--- src/rtl/alu_ctrl_exec.sv ---
// alu_ctrl_exec: execute-stage ALU control decode, ALU evaluation and one-cycle result register.
// Optional signed-overflow flag V is built only when ALU_OVF_EN is defined.
module alu_ctrl_exec #(
  parameter int WIDTH = 32
) (
  input  logic             clk,
  input  logic             reset,
  input  logic             in_valid,
  input  logic [5:0]       OpCode,
  input  logic [5:0]       Funct,
  input  logic [WIDTH-1:0] Data_A,
  input  logic [WIDTH-1:0] Data_B,
  output logic             out_valid,
  output logic [WIDTH-1:0] Z,
  output logic [5:0]       ALUFun,
  output logic             Sign,
  output logic             V
);
  localparam logic [5:0] F_ADD = 6'b000000, F_SUB = 6'b000001, F_AND = 6'b011000,
                         F_OR  = 6'b011110, F_XOR = 6'b010110, F_NOR = 6'b010001,
                         F_SLL = 6'b100000, F_SRL = 6'b100001, F_SRA = 6'b100011,
                         F_EQ  = 6'b110011, F_NEQ = 6'b110001, F_LT  = 6'b110101,
                         F_LEZ = 6'b111101, F_GTZ = 6'b111111, F_LTZ = 6'b111011;
  logic [5:0]       fun_d, fun_q;
  logic             sign_d, sign_q, valid_q, lt;
  logic [WIDTH-1:0] z_d, z_q, sum, diff;
  always_comb begin
    fun_d = F_ADD;
    if (OpCode == 6'h00) begin
      case (Funct)
        6'h22, 6'h23: fun_d = F_SUB;
        6'h24:        fun_d = F_AND;
        6'h25:        fun_d = F_OR;
        6'h26:        fun_d = F_XOR;
        6'h27:        fun_d = F_NOR;
        6'h00:        fun_d = F_SLL;
        6'h02:        fun_d = F_SRL;
        6'h03:        fun_d = F_SRA;
        6'h2a, 6'h2b: fun_d = F_LT;
        default:      fun_d = F_ADD;
      endcase
    end else begin
      case (OpCode)
        6'h0c:        fun_d = F_AND;
        6'h0a, 6'h0b: fun_d = F_LT;
        6'h04:        fun_d = F_EQ;
        6'h05:        fun_d = F_NEQ;
        6'h06:        fun_d = F_LEZ;
        6'h07:        fun_d = F_GTZ;
        6'h01:        fun_d = F_LTZ;
        default:      fun_d = F_ADD;
      endcase
    end
  end
  // Unsigned variants: addu, subu, sltu, addiu, sltiu
  assign sign_d = !((OpCode == 6'h00 && (Funct == 6'h21 || Funct == 6'h23 || Funct == 6'h2b)) ||
                    OpCode == 6'h09 || OpCode == 6'h0b);
  assign sum  = Data_A + Data_B;
  assign diff = Data_A - Data_B;
  assign lt   = sign_d ? ($signed(Data_A) < $signed(Data_B)) : (Data_A < Data_B);
  always_comb begin
    z_d = '0;
    case (fun_d)
      F_ADD:   z_d = sum;
      F_SUB:   z_d = diff;
      F_AND:   z_d = Data_A & Data_B;
      F_OR:    z_d = Data_A | Data_B;
      F_XOR:   z_d = Data_A ^ Data_B;
      F_NOR:   z_d = ~(Data_A | Data_B);
      F_SLL:   z_d = Data_B << Data_A[4:0];
      F_SRL:   z_d = Data_B >> Data_A[4:0];
      F_SRA:   z_d = $signed(Data_B) >>> Data_A[4:0];
      F_EQ:    z_d = {{(WIDTH-1){1'b0}}, Data_A == Data_B};
      F_NEQ:   z_d = {{(WIDTH-1){1'b0}}, Data_A != Data_B};
      F_LT:    z_d = {{(WIDTH-1){1'b0}}, lt};
      F_LEZ:   z_d = {{(WIDTH-1){1'b0}}, Data_A[WIDTH-1] || Data_A == '0};
      F_GTZ:   z_d = {{(WIDTH-1){1'b0}}, !Data_A[WIDTH-1] && Data_A != '0};
      F_LTZ:   z_d = {{(WIDTH-1){1'b0}}, Data_A[WIDTH-1]};
      default: z_d = '0;
    endcase
  end
  always_ff @(posedge clk or negedge reset) begin
    if (!reset) begin
      z_q     <= '0;
      fun_q   <= '0;
      sign_q  <= 1'b0;
      valid_q <= 1'b0;
    end else begin
      z_q     <= z_d;
      fun_q   <= fun_d;
      sign_q  <= sign_d;
      valid_q <= in_valid;
    end
  end
`ifdef ALU_OVF_EN
  logic v_d, v_q;
  assign v_d = sign_d &&
    ((fun_d == F_ADD && Data_A[WIDTH-1] == Data_B[WIDTH-1] && sum[WIDTH-1] != Data_A[WIDTH-1]) ||
     (fun_d == F_SUB && Data_A[WIDTH-1] != Data_B[WIDTH-1] && diff[WIDTH-1] != Data_A[WIDTH-1]));
  always_ff @(posedge clk or negedge reset) begin
    if (!reset) v_q <= 1'b0;
    else        v_q <= v_d;
  end
  assign V = v_q;
`else
  assign V = 1'b0;
`endif
  assign Z         = z_q;
  assign ALUFun    = fun_q;
  assign Sign      = sign_q;
  assign out_valid = valid_q;
endmodule

--- config.mk ---
export PLATFORM = sky130hd
export DESIGN_NAME = alu_ctrl_exec
export DESIGN_NICKNAME = d
export VERILOG_FILES = /design/src/rtl/alu_ctrl_exec.sv
export SDC_FILE = /design/constraint.sdc
export NUM_CORES = 1
export LEC_CHECK = 0
export BUFFER_PORTS_ARGS = -buffer_cell sky130_fd_sc_hd__buf_2
export CORE_MARGIN = 8
export CORE_UTILIZATION = 55
export DETAILED_ROUTE_END_ITERATION = 12
export HOLD_SLACK_MARGIN = 0.05
export PLACE_DENSITY = 0.76
export SLEW_MARGIN = 10
export SYNTH_ARGS = -nofsm -noshare
export SYNTH_HDL_FRONTEND = slang
export SYNTH_SLANG_ARGS = --single-unit
--- constraint.sdc ---
create_clock -name clk -period 0.8 [get_ports clk]
set_input_delay 0.08 -clock clk [delete_from_list [all_inputs] [get_ports clk]]
set_output_delay 0.08 -clock clk [all_outputs]
set_load 0.02 [all_outputs]
==> metrics, run 1 <==
placed cell count=roughly 2200; Root Buffer=clkbuf_16; GR repair worst EP=Z[15]$_DFF_PN0_/D; Starting Density=0.556; routability cong.=around 1.1; Die Y-Extent=between 150 and 200 um; top post-synthesis cells by count=172 x nor2_1, 139 x a21oi_1, 121 x nand2_1, 117 x o21ai_0; DP HPWL=roughly 47000 um; Ports=120; dominant cells by area after synthesis=mux4_2 12%, ha_1 12%, dfrtp_1 9.3%; Syn Area/Cell=about 7.3 um^2; grt total ovfl=949; Synth Register Bits=40; EDFF count, synth=0; clk buf depth=2; count of different cell masters after synthesis=between 80 and 90; CTS H-Tree Depth=2; Tot GR Track Use=0.893; # rows=51; Worst EP kind=sequential cell input; Die W=roughly 160 um; setup slack at placement=-2.48 ns; Synth area leader=mux4_2; CTS Sinks=40; IO Port Bufs=approximately 120; most frequent cell after synthesis=nor2_1; cts bufs inserted=5; placed cell area=15300 um^2; Mapped Cells=approximately 1500; Error=[ERROR GRT-0232] Routing congestion too high. Check the congestion heatmap in the GUI.; Exit stage=global routing; Post-Syn Nets=between 1500 and 2000; post-synth top area share=0.122; sequential element share of the synthesized area=0.0934; post-synthesis cell area=10700 um^2; YS warnings=0; largest net degree at the start of global routing=~70; Async SR Flop Fraction=1.00; main flop type after synthesis=dfrtp_1; status=stopped before the end
-- routing by layer --
metal | overflow | global-route usage
met1 | 27 | 0.823
met2 | 653 | 1.06
met3 | 27 | 0.781
met4 | 238 | 0.975
met5 | 4 | 0.534
-- logic make-up after synthesis --
logic type / after synthesis / share of synthesized area
AO/OA/AOI/OAI: 502 / 0.307
AND/OR/NAND/NOR: 485 / 0.214
buffers and inverters: 219 / 0.0794
multiplexers: 107 / 0.168
adder cells (fa/ha/maj): 103 / 0.122
flip-flops: 40 / 0.0934
XOR/XNOR: 20 / 0.0163
other: 1 / 0.000350
-- timing repair --
item	CTS
endpoints found under the hold margin	41
hold buffers	2
gates cloned	4
pin swaps	113
resized for setup	326
setup endpoints to repair	79
buffers inserted	63
-- stage by stage --
step | hold slack (ns) | util
CTS | 0.173 | 0.902
detailed placement | -0.0440 | 0.792
floorplan | -0.216 | -
global placement | -0.0453 | 0.792
==> run 2: changes to the inputs <==
- CORE_UTILIZATION: 55 -> 40
- HOLD_SLACK_MARGIN: 0.05 -> unset
- PLACE_DENSITY: 0.76 -> unset
- PLACE_DENSITY_LB_ADDON: unset -> 0.15
==> metrics, run 2 <==
status=finished with violations; failing checks=setup timing; Routed Antenna Nets=0; CTS tree=built; setup TNS=-70.91 ns; EDFF count, synth=0; Starting DRT DRC Count=about 2000; count of different cell masters after synthesis=85; Min Clock Period, post-route=2.92 ns; most frequent cells in the layout=546 x buf_4, 156 x nor2_1, 117 x a21oi_1, 111 x nand2_1, 97 x inv_1; Synth area leader=mux4_2; setup ws final=-2.12 ns; Leak=~8.4 nW; top post-synthesis cells by count=172 x nor2_1, 139 x a21oi_1, 121 x nand2_1, 117 x o21ai_0; Ports=120; Setup violations, final=79; Post-Syn Nets=1659; Die Y-Extent=~180 um; Worst Hold Class=input pin to async pin; Setup crit end kind=flip-flop; Pre-antenna DRT Iters=7; VDD IR max=0.776 mV; Layout area overhead=66.1%; die area=32300 um^2; routed len/inst=26.0 um; nets=2289; Mapped Cells=between 1000 and 1500; Crit Path Class=input pin to flip-flop; IO Port Bufs=around 120; Arr. time, crit path=3.11 ns; Syn Area/Cell=slightly above 7 um^2; Power Density=around 1000 nW/um^2; DP HPWL=between 50000 and 60000 um; Critical-path top delay cell=a222oi_1; sequential element share of the synthesized area=0.0934; main flop type after synthesis=dfrtp_1; Compound-Gate Fraction of Synth Area=0.307; clk slew on worst S/H paths=roughly 0.080 ns; crit-path cells=buf_6 -> or3_4 -> or4b_4 -> o41ai_4 -> buf_12 -> nor4b_4 -> buf_4 -> buf_8 -> a222oi_1 -> nand3_1 -> a21oi_4 -> o21ai_1; most common cell after layout, fill and taps aside=buf_4; most frequent cell after synthesis=nor2_1; largest family of logic cells by synthesized area=compound AO/OA/AOI/OAI gates; startpoint types=input pin; Slew headroom=0.518; # rows=60; clk buf depth=2; first-pass GRT wire length=93200 um; vias=~15000; share of cells above drive strength 1=0.458; post-synthesis cell area=roughly 11000 um^2; number of fill cells=about 2400; mux contribution to synthesized area=0.168; YS warnings=0; Worst Path Required=a little under 1 ns; grt total ovfl=0; final worst path period share=3.65; cts bufs inserted=5; final WL=approximately 64000 um; max_cap viols=0; Tot GR Track Use=0.375; placed cell count=~2400; peak fanout along the critical path=4; area occupied by multi-input gates=9900 um^2; CP max stage delay=0.57 ns; setup slack at placement=-2.74 ns; largest net degree at the start of global routing=just under 70; vias in the first global route=14700; Residual DRC=0; max reg flops=32; initial antenna violation count=0; Async SR Flop Fraction=1.00; Synth Area in XOR/XNOR=0.0163; dominant cells by area after synthesis=mux4_2 12%, ha_1 12%, dfrtp_1 9.3%; CORE AREA=26700 um^2; Via density=approximately 6.2; post-synthesis adder-cell area fraction=0.122; Final Util=0.668; Root Buffer=clkbuf_16; fin. max-slew vios=0; routability cong.=1.04; post-synth top area share=0.122; simple-gate share of the synthesized area=0.214; RSZ-0062 raised after global routing=yes; Fmax=roughly 0.34 GHz; Die W=around 180 um; Worst-Margin Slew=0.723 ns; register area=1000 um^2; Starting Density=0.402; Hold Vio Cnt, Final=0; ant diodes=0; Non-Filler Instances=2448; Synth Register Bits=40; total power=0.0177 W; CTS Sinks=40; CTS H-Tree Depth=2
[run 2: cell counts after synthesis]
No cell type changed its count.
[run 2: power by group]
part | internal (W) | switching, W | total, W | leakage, nW
logic | 0.00593 | 0.00689 | 0.0128 | 7.85
clock network | 0.00114 | 0.00110 | 0.00224 | 0.0657
registers | 0.00240 | 0.000226 | 0.00262 | 0.483
total | 0.00947 | 0.00821 | 0.0177 | 8.40
[run 2: through the flow]
stage / hold WS [ns] / area (um^2)
final: 0.279 / 17800
after global routing: 0.322 / 17800
after CTS: 0.285 / 17100
after floorplan: -0.216 / 11200
after global placement: 0.0847 / 15800
after detailed placement: 0.0858 / 15800
[run 2: logic make-up (layout without fill, tap and decap cells)]
group                    after synthesis  in the layout
buffers and inverters                219            849
adder cells (fa/ha/maj)              103            103
AO/OA/AOI/OAI                        502            502
AND/OR/NAND/NOR                      485            485
flip-flops                            40             40
multiplexers                         107            107
XOR/XNOR                              20             20
other                                  1              1
[run 2: timing repair]
action,4_1_cts,5_1_grt
endpoints found under the setup margin,79,79
gates cloned,1,1
resized for setup,204,118
pin swaps,49,52
hold buffers,2,0
endpoints found under the hold margin,41,0
setup buffers,39,26
[run 2: per-layer routing]
layer / GRT usage / vias up / routed length, um
met1: 0.485 / 7221 / 25100
li1: - / 6773 / -
met3: 0.0496 / 224 / 5680
met5: 0 / - / 0
met2: 0.597 / 1025 / 28500
met4: 0.210 / 0 / 4490
[run 2: worst max-delay path, delay by kind of cell]
kind	cells	cell delay, ns
AND/OR/NAND/NOR	4	1.27
buffers and inverters	4	0.53
AO/OA/AOI/OAI	4	1.21
[run 2: how the worst max path moves through the flow]
stage / slack (ns) / depth (start not counted) / to / startpoint
after global placement: -2.80 / 12 / Z[15] / OpCode[5]
after global routing: -2.14 / 14 / Z[31] / OpCode[4]
after detailed placement: -2.74 / 12 / Z[15] / OpCode[5]
after CTS: -2.14 / 12 / Z[15] / OpCode[3]
after floorplan: -2.02 / 16 / Z[29] / Data_A[2]
final: -2.12 / 12 / Z[15] / OpCode[4]
[run 2: final cells by class]
type	count	share of cell area
Sequential cell	40	0.0563
Clock buffer	5	0.00703
Timing Repair Buffer	735	0.332
Multi-Input combinational cell	1218	0.556
Clock inverter	2	0.000703
Inverter	107	0.0239
Tap cell	341	0.0240
No activity file was read; power rests on OpenSTA's default activity.
==> run 3: changes to the inputs <==
- MAX_ROUTING_LAYER: unset -> met4
==> metrics, run 3 (same netlist as run 2, synthesis figures left out) <==
Power Density=between 1000 and 1500 nW/um^2; VDD IR max=~0.99 mV; Worst-Margin Slew=a little over 0.8 ns; final worst path period share=3.60; peak fanout along the critical path=7; Worst Hold Class=input pin to flip-flop; Arr. time, crit path=3.08 ns; CTS tree=built; CTS Sinks=40; Pre-antenna DRT Iters=5; Tot GR Track Use=0.396; placed cell area=~16000 um^2; Ports=120; Net Sw Frac=0.454; grt total ovfl=0; largest net degree at the start of global routing=between 60 and 70; share of cells above drive strength 1=0.500; Routed Antenna Nets=0; most frequent cells in the layout=555 x buf_4, 158 x nor2_1, 117 x buf_6, 111 x a21oi_1, 105 x nand2_1; routability cong.=about 1.1; Worst Path Required=1.00 ns; clock power share=0.142; Hold Vio Cnt, Final=0; Starting Density=0.402; routed len/inst=roughly 27 um; Residual DRC=0; # rows=60; fin. max-slew vios=0; clk buf depth=2; final WL=around 66000 um; Comb pwr share=0.720; Root Buffer=clkbuf_16; setup slack at placement=-2.59 ns; Via density=6.24; Final Util=0.704; DP HPWL=approximately 52000 um; CTS H-Tree Depth=2; nets=approximately 2300; max reg flops=32; status=finished with violations; most common cell after layout, fill and taps aside=buf_4; post-route cell area=roughly 19000 um^2; Die W=180 um; CORE AREA=26700 um^2; vias=between 15000 and 20000; first-pass GRT wire length=between 90000 and 100000 um; initial antenna violation count=2; Hold Path Depth=5; Psw=a little under 0.009 W; Die Y-Extent=180 um; Min Clock Period, post-route=~2.9 ns; Starting DRT DRC Count=approximately 1800; Hold Path End=Z[3]; startpoint types=input pin; die area=between 30000 and 40000 um^2; Crit Path Class=input pin to flip-flop; Hold Crit Start=Data_A[3]; max_cap viols=0; Leak=8.67 nW; RSZ-0062 raised after global routing=yes; Reg power frac=0.138; cts bufs inserted=5; hold_ws=about 0.22 ns; vias in the first global route=about 15000; Slew headroom=0.458; internal power=0.0104 W; setup ws final=-2.08 ns; Layout area overhead=75.1%; CP startpoint=OpCode[5]; IO Port Bufs=roughly 120; Setup violations, final=between 70 and 80; clk slew on worst S/H paths=0.08 ns; failing checks=setup timing; Setup crit end kind=flip-flop; Fmax=approximately 0.35 GHz
==> run 3: stage by stage <==
step                      instances  power, W  TNS [ns]
after CTS                      2451    0.0182    -65.43
after floorplan                1477   0.00810    -62.30
after detailed placement       2366    0.0138    -79.44
final                          2479    0.0191    -68.07
after global placement         2366    0.0137    -79.06
after global routing           2479    0.0197    -69.95
==> run 3: cell type report <==
| cell class | count | area, um^2 |
|---|---|---|
| clock inverters | 2 | 38.8 |
| flip-flops and latches | 40 | 1000 |
| well taps | 341 | 427 |
| diodes | 2 | 5.00 |
| repair buffers | 763 | 6350 |
| clock buffers | 6 | 139 |
| multi-input cells | 1218 | 10300 |
| fillers | 2205 | 7880 |
| inverters | 107 | 469 |
==> run 3: power groups by stage <==
| stage | Clock, W | Combinational (W) | Sequential (W) |
|---|---|---|---|
| final | 0.00271 | 0.0137 | 0.00264 |
| after detailed placement | 0 | 0.0112 | 0.00256 |
| after CTS | 0.00270 | 0.0129 | 0.00262 |
| after global routing | 0.00278 | 0.0143 | 0.00265 |
| after global placement | 0 | 0.0112 | 0.00256 |
| after floorplan | 0 | 0.00507 | 0.00303 |
==> run 3: critical path, cell delays in order <==
cell and delay (ns):
buf_6 0.09, or3_4 0.40, or4b_4 0.59, o41ai_4 0.35, buf_12 0.20, nor4_4 0.05
a32oi_1 0.22, nand3_1 0.18, nor3_4 0.24, and4_4 0.27, a21oi_2 0.05, or3_1 0.36
==> run 3: what timing repair did <==
item / 4_1_cts / 5_1_grt
hold buffers: 2 / 0
resized for setup: 376 / 124
setup endpoints to repair: 79 / 79
setup buffers: 81 / 34
pin swaps: 100 / 83
hold endpoints to repair: 41 / 0
==> run 3: per-layer routing <==
layer | vias up | GRT usage | share of wire
li1 | 6842 | - | -
met5 | - | - | 0
met4 | 0 | 0.240 | 0.075
met1 | 7348 | 0.476 | 0.38
met2 | 1047 | 0.619 | 0.45
met3 | 237 | 0.0633 | 0.090
==> run 3: worst max path at each step <==
stage	end	slack, ns	cells after the start
2_1_floorplan	Z[29]	-2.02	16
3_3_place_gp	Z[29]	-2.56	15
3_5_place_dp	Z[29]	-2.59	15
4_1_cts	Z[31]	-1.94	12
5_1_grt	Z[31]	-2.06	12
6_report	Z[31]	-2.08	12
